`src/rtl/led_p2s_sched.sv`:
```
// Schedules LED words from two round-robin requesters plus a periodic refresh onto
// a single parallel-to-serial shifter, with a launch/busy handshake and busy-rise timeout.
module led_p2s_sched #(
    parameter int unsigned DATA_BITS      = 16,
    parameter int unsigned REFRESH_CYCLES = 1024,
    parameter int unsigned BUSY_TIMEOUT   = 4
) (
    input  logic                 clk_i,
    input  logic                 rst_ni,
    input  logic                 req0_i,
    input  logic [DATA_BITS-1:0] data0_i,
    input  logic                 req1_i,
    input  logic [DATA_BITS-1:0] data1_i,
    input  logic                 refresh_en_i,
    input  logic                 p2s_busy_i,
    output logic                 p2s_start_o,
    output logic [DATA_BITS-1:0] p2s_data_o,
    output logic                 ack0_o,
    output logic                 ack1_o,
    output logic [1:0]           grant_o,
    output logic                 timeout_err_o
);

    typedef enum logic [2:0] {StIdle, StLaunch, StWaitHi, StWaitLo, StAck} state_e;

    localparam logic [15:0]     RefreshReload = 16'(REFRESH_CYCLES - 1);
    localparam int unsigned     TmoW          = $clog2(BUSY_TIMEOUT + 1);
    localparam logic [TmoW-1:0] TmoLast       = TmoW'(BUSY_TIMEOUT - 1);

    state_e                 state_q, state_d;
    logic [1:0]             owner_q, owner_d;
    logic                   last_q, last_d;
    logic [DATA_BITS-1:0]   data_q, data_d;
    logic [15:0]            rcnt_q, rcnt_d;
    logic [TmoW-1:0]        tcnt_q, tcnt_d;
    logic                   terr_q, terr_d;

    always_ff @(posedge clk_i or negedge rst_ni) begin
        if (!rst_ni) begin
            state_q <= StIdle;
            owner_q <= 2'b00;
            last_q  <= 1'b1;
            data_q  <= '0;
            rcnt_q  <= RefreshReload;
            tcnt_q  <= '0;
            terr_q  <= 1'b0;
        end else begin
            state_q <= state_d;
            owner_q <= owner_d;
            last_q  <= last_d;
            data_q  <= data_d;
            rcnt_q  <= rcnt_d;
            tcnt_q  <= tcnt_d;
            terr_q  <= terr_d;
        end
    end

    always_comb begin
        state_d = state_q;
        owner_d = owner_q;
        last_d  = last_q;
        data_d  = data_q;
        rcnt_d  = rcnt_q;
        tcnt_d  = tcnt_q;
        terr_d  = terr_q;
        unique case (state_q)
            StIdle: begin
                if (rcnt_q != '0) begin
                    rcnt_d = rcnt_q - 1'b1;
                end
                // last_q=1 means requester 1 was served last, so requester 0 wins a tie
                if (req0_i && (!req1_i || last_q)) begin
                    owner_d = 2'b01;
                    data_d  = data0_i;
                    state_d = StLaunch;
                end else if (req1_i) begin
                    owner_d = 2'b10;
                    data_d  = data1_i;
                    state_d = StLaunch;
                end else if (refresh_en_i && rcnt_q == '0) begin
                    owner_d = 2'b00;
                    state_d = StLaunch;
                end
            end
            StLaunch: begin
                tcnt_d  = TmoW'(1);
                state_d = StWaitHi;
            end
            StWaitHi: begin
                if (p2s_busy_i) begin
                    state_d = StWaitLo;
                end else if (tcnt_q >= TmoLast) begin
                    terr_d  = 1'b1;
                    state_d = StAck;
                end else begin
                    tcnt_d = tcnt_q + 1'b1;
                end
            end
            StWaitLo: begin
                if (!p2s_busy_i) begin
                    state_d = StAck;
                end
            end
            StAck: begin
                rcnt_d = RefreshReload;
                if (owner_q == 2'b01) begin
                    last_d = 1'b0;
                end else if (owner_q == 2'b10) begin
                    last_d = 1'b1;
                end
                state_d = StIdle;
            end
            default: state_d = StIdle;
        endcase
        if (!refresh_en_i) begin
            rcnt_d = RefreshReload;
        end
    end

    always_comb begin
        p2s_start_o   = (state_q == StLaunch);
        ack0_o        = (state_q == StAck) && owner_q[0];
        ack1_o        = (state_q == StAck) && owner_q[1];
        grant_o       = (state_q == StIdle) ? 2'b00 : owner_q;
        p2s_data_o    = data_q;
        timeout_err_o = terr_q;
    end

endmodule

```
`config.mk`:
```
export PLATFORM = sky130hd
export DESIGN_NAME = led_p2s_sched
export DESIGN_NICKNAME = d
export VERILOG_FILES = /design/src/rtl/led_p2s_sched.sv
export SDC_FILE = /design/constraint.sdc
export NUM_CORES = 1
export LEC_CHECK = 0
export CAP_MARGIN = 30
export CORE_MARGIN = 10
export CORE_UTILIZATION = 44
export DETAILED_ROUTE_END_ITERATION = 12
export PLACE_DENSITY = 0.76
export SKIP_LAST_GASP = 1
export SLEW_MARGIN = 20
export SYNTH_ARGS = -nofsm -noshare
export SYNTH_HDL_FRONTEND = slang
export SYNTH_SLANG_ARGS = --single-unit
```
`constraint.sdc`:
```
create_clock -name clk_i -period 2 [get_ports clk_i]
set_input_delay 0.6 -clock clk_i [delete_from_list [all_inputs] [get_ports clk_i]]
set_output_delay 0.6 -clock clk_i [all_outputs]
set_load 0.03 [all_outputs]
```
# --- Word level (Yosys, flattened, before mapping) ---
# Index checks and enable logic that the tools add are counted.
op_classes:
  n_addsub: 2
  n_mul: 0
  div_mod_pow: 0
  n_lt_le_gt_ge: 1
  eq_ne: 13
  n_shift: 0
  muxes: 21
  bitwise_logic: 1
  reduce_logical: 20
op_table:
  columns: ["operator", "count"]
  rows:
  - ["$mux 16", 4]
  - ["$pmux 16 s2", 1]
  - ["$mux 3", 8]
  - ["$logic_not 16->1", 1]
  - ["$reduce_bool 16->1", 1]
  - ["$sub 16x1->16 const B", 1]
  - ["$pmux 3 s4", 1]
  - ["$reduce_and 3->1", 3]
  - ["$mux 2", 4]
  - ["$reduce_and 2->1", 4]
  - ["$eq 3x2->1 const B", 2]
  - ["$ne 2x2->1 const B", 3]
  - ["$ne 3x3->1 const B", 2]
  - ["$pmux 3 s2", 1]
  - ["$reduce_bool 2->1", 3]
  - ["$logic_and 1x1->1", 4]
  - ["$ne 4x4->1 const B", 1]
  - ["$add 3x1->3 const B", 1]
  - ["$eq 3x1->1 const B", 1]
  - ["$eq 3x3->1 const B", 1]
  - ["$ge 3x2->1 const B", 1]
  - ["$logic_not 3->1", 1]
  - ["$ne 3x1->1 const B", 1]
  - ["$reduce_bool 3->1", 1]
  - ["6 further kinds", 7]
word_totals:
  regBits: 42
  latch_bits: 0
  mem_bits_rw: 0
  romBits: 0
  in_bits: 38
  output_inout_bits: 22
  n_memories: 0

# --- Logic depth before layout (Yosys ltp) ---
# Gate-level depths: netlist of run 1.
logic_depth:
  word_depth: 6
  ltp_mapped: 7

# --- Worst setup path after synthesis of run 1 ---
# No wires, ideal clock.
synth_path:
  path_kind: "register to output"
  startpoint: "register state_q[1]"
  endpoint: "output ack0_o"
  arrival_time_ns: 1.566
  required_ns: 1.400
  path_slack_ns: -0.166
  path_stages_with_launch: 5
  path_cell_list: "dfrtp_1 -> buf_2 -> or3b_2 -> clkbuf_1 -> nor2_1"
synth_between:
  elab_chain_cells: 2
synth_rtl:
  columns: ["element", "line", "source"]
  rows:
  - ["start: declaration", "30", "state_e state_q, state_d;"]
  - ["start signal: assignment", "40", "state_q <= StIdle;"]
  - ["start signal: assignment", "48", "state_q <= state_d;"]
  - ["$eq 3x3->1", "122", "ack0_o = (state_q == StAck) && owner_q[0];"]
  - ["$logic_and 1x1->1", "122", null]
  - ["end: declaration", "18", "output logic ack0_o,"]
# Every way passes these cells.

# --- Final worst setup path of run 1 ---
layout_path:
  startpoint: "register state_q[0]"
  endpoint: "output ack1_o"
layout_between:
  elab_chain_cells: 2
layout_rtl:
  columns: ["element", "line", "source"]
  rows:
  - ["$eq 3x3->1", "123", "ack1_o = (state_q == StAck) && owner_q[1];"]
  - ["$logic_and 1x1->1", "123", null]
  - ["end: declaration", "19", "output logic ack1_o,"]
# Every way passes these cells.

==> results.toml, run 1 <==
[power_and_ir_drop]
power-per-cell-area_nw_per_um2 = 1200
peak_supply_drop_mv = 0.815
total_power_uw = 4390
leakage_uw = 0.00158
sequentialPowerShare = 0.293
switchingPower_uw = 1780
p_int_uw = 2610
clock_power_share = 0.154
power.share.combinational = 0.553
netSwitchingFraction = 0.406

[floorplanning]
start_util = 0.454
design.die.area_um2 = 8620
fp-row-count = 26
die-height_um = 92.8
core_region_area_um2 = 5140
pin_count = 60
chipWidth_um = 92.8

[place]
placement.io_buffers = 59
dpl_cell_area_um2 = 3220
preCtsSetupSlack_ns = -0.492
hpwlAfterDp_mm = 4.66
gp_congestion = 0.847

[logic_synthesis]
postSynthCellCount = 241
synth.yosys.warnings = 0
synth_top_cell_by_area = "dfrtp_1"
top_area_cells_in_the_synthesized_netlist = "dfrtp_1 (33%), dfstp_2 (12%), mux2i_1 (11%)"
yosys.cell_types.count = 45
synth_area_um2 = 2330
synth-main-ff-cell = "dfrtp_1"
synth_largest_type_area_fraction = 0.332
synth-seq-area-share = 0.456
synth.avg_cell_area_um2 = 9.68
synth.ff_latch_count = 42
ys_async_sr_fraction = 1.00
synth_nets = 283
synth_edf_count = 0

[clocking]
clock_tree.buffer_depth = 2
tritoncts = "done"
cts.clk_slew.worst_paths_ns = 0.08
post_cts_hold_buffer_count = 0
clk_root_buffer_cell = "clkbuf_8"
ctsHtreeMaxLevel = 2
clock_latency_ns = 0.30
cts-buffers-inserted = 5
clkSinkCount = 42

[grt]
grt.total_usage = 0.145
number_of_antenna_violations_at_the_first_check_in_global_routing = 0
via_count_of_the_first_global_routing_pass = 2218
grt_first_pass_wirelength_mm = 10.3
gr-total-overflow = 0
grt_start_max_net_pins = 24

[final_layout]
antenna-diode-count = 0
layout.filler_cells = 379
final_net_count = 382
postLayoutCellArea_um2 = 3650
share_of_cells_above_drive_strength_1 = 0.302
layout.core_utilization = 0.711
syn2layout_area_growth_pct = 56.5

[critical_path]
worstPathBufferInverterCount = 2
arrival_ns = 1.51
worst_ep_required_time_ns = 1.40
critical_path_class = "register to output port"
cp-start-kind = "register"
crit_path_cell_trace = "buf_6 -> or3b_4 -> nor2_4 -> buf_6"
cp_max_fo = 3
critical-path-slowest-cell = "or3b_4"
critical-path-top-delay-family = "simple AND/OR/NAND/NOR gates"
crit_path_end_kind = "output port"
critical-path-top-cell-by-count = "buf_6"
max_stage_delay_ns = 0.43

[timing]
setup_tns_ns = -0.239
setup-violations-final = 3
maxSlewViolCount = 0
fin_worst_skew_ns = 0.00746
finalCriticalPeriod_ns = 2.11
max_slew.worst_pin.slew_ns = 0.491
timing.final.crit_share = 1.06
grt_setup_unrepaired = "true"
post-route-worst-setup-slack_ns = -0.111
achievable-frequency_ghz = 0.474
report.final.hold_viol_count = 0
slew_headroom = 0.673

[drt]
drt_first_pass_iters = 4
first_iteration_detailed_routing_drc_count = 106
vias_per_cell = 5.28
ant_nets = 0
post_drt_wl_per_cell_um = 15.8
route.detailed.drc = 0
route.final.wire_length_mm = 6.48
detailroute.via_count = 2172

[worst_hold_path]
hp-class = "input port to asynchronous set/reset pin"

[status]
status = "finished with violations"
violations = "setup timing"

[job]
cap_violations = 0
## worst register-to-register path: stages (launching register included)
cell and delay, ns:
dfstp_2 0.38, inv_2 0.08, ha_4 0.14, or4bb_4 0.49, o41ai_4 0.38, mux2_4 0.33, o21ai_2 0.14
## state kept, by name (all words and copies together), names as in the netlist
register / flops
last_q: 1
owner_q: 2
p2s_data_o: 16
rcnt_q: 16
state_q: 3
tcnt_q: 3
timeout_err_o: 1
## power by group through the flow
stage,Combinational [uW],Sequential (uW),Clock [uW]
after floorplan,852,1610,0
after global placement,2050,1280,0
after detailed placement,2100,1300,0
after CTS,2160,1290,690
after global routing,2650,1320,730
final,2430,1290,674
## Yosys cell counts (2+ instances only)
cell and n:
a2111oi_0 2, a21oi_1 16, and3_1 4, buf_2 3
clkbuf_1 8, dfrtp_1 31, dfstp_2 11, ha_1 4
inv_1 8, mux2i_1 25, nand2_1 27, nand2b_1 3
nand3_1 3, nor2_1 20, nor3_1 4, nor4_1 7
nor4b_1 2, o21ai_0 22, o21ai_1 3, o31ai_1 6
o41ai_2 2, or3_1 3, or4_1 5
## worst paths after layout
path,depth (start not counted),slack [ns],start,end
worst max-delay path,4,-0.11,state_q[0],ack1_o
worst min-delay path,1,0.25,rst_ni,state_q[1]
worst max register to register,6,-0.01,rcnt_q[1],rcnt_q[2]
worst min register to register,1,0.46,timeout_err_o,timeout_err_o
max in group asynchronous,2,1.18,rst_ni,rcnt_q[3]
min in group clk_i,1,0.46,timeout_err_o,timeout_err_o
## what timing repair did
action | in CTS | in global routing
gates resized for setup | 20 | 36
gates cloned | 0 | 0
pin swaps | 6 | 8
setup endpoints to repair | 17 | 27
buffers inserted | 5 | 9
## cells by family after synthesis
| group | synth area share |
|---|---|
| buffers and inverters | 0.0370 |
| adders and majority gates | 0.0214 |
| muxes | 0.112 |
| AOI/OAI and AO/OA | 0.167 |
| and+or+nand+nor | 0.206 |
| DFF | 0.456 |
## through the flow
stage / hold slack (ns) / instances
final: 0.252 / 411
after floorplan: 0.304 / 241
after detailed placement: 0.452 / 389
after CTS: 0.264 / 402
after global routing: 0.277 / 411
after global placement: 0.446 / 389
## area by class of cell
cell class                      count  area [um2]  area share
Multi-Input combinational cell    179        1370       0.375
Sequential cell                    42        1060       0.292
Timing Repair Buffer              104         990       0.271
Tap cell                           70        87.6      0.0240
Clock buffer                        6        72.6      0.0199
Clock inverter                      2        37.5      0.0103
Inverter                            8        30.0     0.00822
## layout by cell type, fill, tap and decap left out, types with 3 or more instances in the layout
master	synthesis	routed
clkdlybuf4s50_1	0	46
buf_4	0	39
dfrtp_1	31	31
nand2_1	27	26
mux2i_1	25	25
o21ai_0	22	21
nor2_1	20	17
a21oi_1	16	15
dfstp_2	11	11
nor4_1	7	7
inv_1	8	6
o31ai_1	6	6
dlymetal6s2s_1	0	6
buf_6	1	6
clkbuf_8	0	5
o21ai_2	0	4
or4_1	5	4
and3_1	4	4
nor3_1	4	3
nand3_1	3	3
o41ai_4	0	3
buf_12	0	3
## layer usage
metal  wire length [um]  global-route usage  share of wire
met5                  0                   0              0
met4                 70              0.0347          0.011
met3                648              0.0856           0.10
met2               3130               0.229           0.48
met1               2640               0.164           0.41
(Power assumes the default switching activity.)
==> inputs of run 2 (changes only) <==
PLACE_DENSITY = 0.72   (was 0.76)
==> results.toml, run 2 (same netlist as run 1, synthesis figures left out) <==
[status]
status = "finished with violations"
violations = "setup timing"

[drt]
post_drt_wl_per_cell_um = 15.3
route.detailed.drc = 0
drt_first_pass_iters = 4
ant_nets = 0
first_iteration_detailed_routing_drc_count = 74
vias_per_cell = 5.27
detailroute.via_count = 2151
route.final.wire_length_mm = 6.25

[critical_path]
critical_path_class = "register to output port"
cp_max_fo = 3
cp-start-kind = "register"
worst_ep_required_time_ns = 1.40
arrival_ns = 1.49
crit_path_end_kind = "output port"

[worst_hold_path]
hp-class = "input port to asynchronous set/reset pin"

[clocking]
clock_latency_ns = 0.30
post_cts_hold_buffer_count = 0
clkSinkCount = 42
ctsHtreeMaxLevel = 2
clk_root_buffer_cell = "clkbuf_8"
cts.clk_slew.worst_paths_ns = 0.09
tritoncts = "done"
cts-buffers-inserted = 5
clock_tree.buffer_depth = 2

[timing]
slew_headroom = 0.669
timing.final.crit_share = 1.04
grt_setup_unrepaired = "true"
achievable-frequency_ghz = 0.479
fin_worst_skew_ns = 0.00531
post-route-worst-setup-slack_ns = -0.0899
setup-violations-final = 5
finalCriticalPeriod_ns = 2.09
report.final.hold_viol_count = 0
setup_tns_ns = -0.293
maxSlewViolCount = 0
max_slew.worst_pin.slew_ns = 0.495

[place]
placement.io_buffers = 59
hpwlAfterDp_mm = 4.58
dpl_cell_area_um2 = 3230
gp_congestion = 0.833

[final_layout]
layout.filler_cells = 406
syn2layout_area_growth_pct = 53.2
layout.core_utilization = 0.696
final_net_count = 379
mostFrequentLayoutCell = "clkdlybuf4s50_1"
share_of_cells_above_drive_strength_1 = 0.299
antenna-diode-count = 0
postLayoutCellArea_um2 = 3580
final_cell_mix = "clkdlybuf4s50_1 (49), buf_4 (34), dfrtp_1 (31)"

[grt]
number_of_antenna_violations_at_the_first_check_in_global_routing = 0
gr-total-overflow = 0
grt.total_usage = 0.140
grt_start_max_net_pins = 27
grt_first_pass_wirelength_mm = 9.91
via_count_of_the_first_global_routing_pass = 2156

[power_and_ir_drop]
peak_supply_drop_mv = 0.699
p_int_uw = 2370
sequentialPowerShare = 0.312
total_power_uw = 4100
clock_power_share = 0.136
netSwitchingFraction = 0.421
power-per-cell-area_nw_per_um2 = 1150
power.share.combinational = 0.552
leakage_uw = 0.00151
switchingPower_uw = 1730

[floorplanning]
die-height_um = 92.8
design.die.area_um2 = 8620
start_util = 0.454
core_region_area_um2 = 5140
pin_count = 60
chipWidth_um = 92.8
fp-row-count = 26

[job]
cap_violations = 0
[run 2: changes by cell type in the layout (fill, tap and decap cells not counted), sizes merged]
cell,change
buf,-4
clkdlybuf4s50,+3
dlymetal6s2s,-3
clkinv,+2
bufinv,-1
clkdlybuf4s15,+1
dlygate4sd2,-1
[run 2: power by group through the flow]
stage               sequential, uW  clock (uW)  combinational, uW
floorplan                     1610           0                852
global placement              1280           0               2050
detailed placement            1290           0               2090
CTS                           1280         574               2160
global route                  1310         605               2470
finish                        1280         557               2260
[run 2: critical path: stages (launching register included)]
cell and delay [ns]:
dfrtp_1 0.40, buf_6 0.12, or3b_4 0.43, nor2_4 0.10, buf_6 0.13
[run 2: layer usage]
metal | wire length, um | global-route usage | up-vias
met5 | 0 | 0 | -
met4 | 82 | 0.0373 | 0
met3 | 612 | 0.0767 | 8
met2 | 3000 | 0.231 | 63
met1 | 2560 | 0.154 | 996
li1 | - | - | 1084
[run 2: final timing paths]
check                                   start             to  slack, ns  cells after the start
worst max register to register      rcnt_q[1]      rcnt_q[4]      -0.01                      8
worst min-delay path                   rst_ni     state_q[2]       0.22                      1
min in group clk_i              timeout_err_o  timeout_err_o       0.46                      1
max in group asynchronous              rst_ni         last_q       1.22                      2
worst min register to register  timeout_err_o  timeout_err_o       0.46                      1
worst max-delay path               state_q[1]         ack0_o      -0.09                      4
[run 2: what timing repair did]
action / 4_1_cts / 5_1_grt
buffers inserted: 5 / 4
endpoints found under the setup margin: 22 / 26
pin swaps: 5 / 12
gates resized for setup: 19 / 33
[run 2: per-stage QoR]
stage | instances | setup slack, ns | hold WS (ns)
floorplan | 241 | -0.0500 | 0.304
global placement | 391 | -0.455 | 0.452
detailed placement | 391 | -0.477 | 0.448
CTS | 404 | -0.106 | 0.226
global route | 408 | -0.147 | 0.243
finish | 408 | -0.0899 | 0.220
[run 2: area by class of cell]
| type | count | area, um2 | area share |
|---|---|---|---|
| multi-input combinational | 179 | 1350 | 0.379 |
| timing repair buffer | 101 | 950 | 0.266 |
| clock inverter | 3 | 21.3 | 0.00595 |
| clock buffer | 5 | 68.8 | 0.0192 |
| inverter | 8 | 30.0 | 0.00840 |
| sequential | 42 | 1060 | 0.298 |
| tap | 70 | 87.6 | 0.0245 |
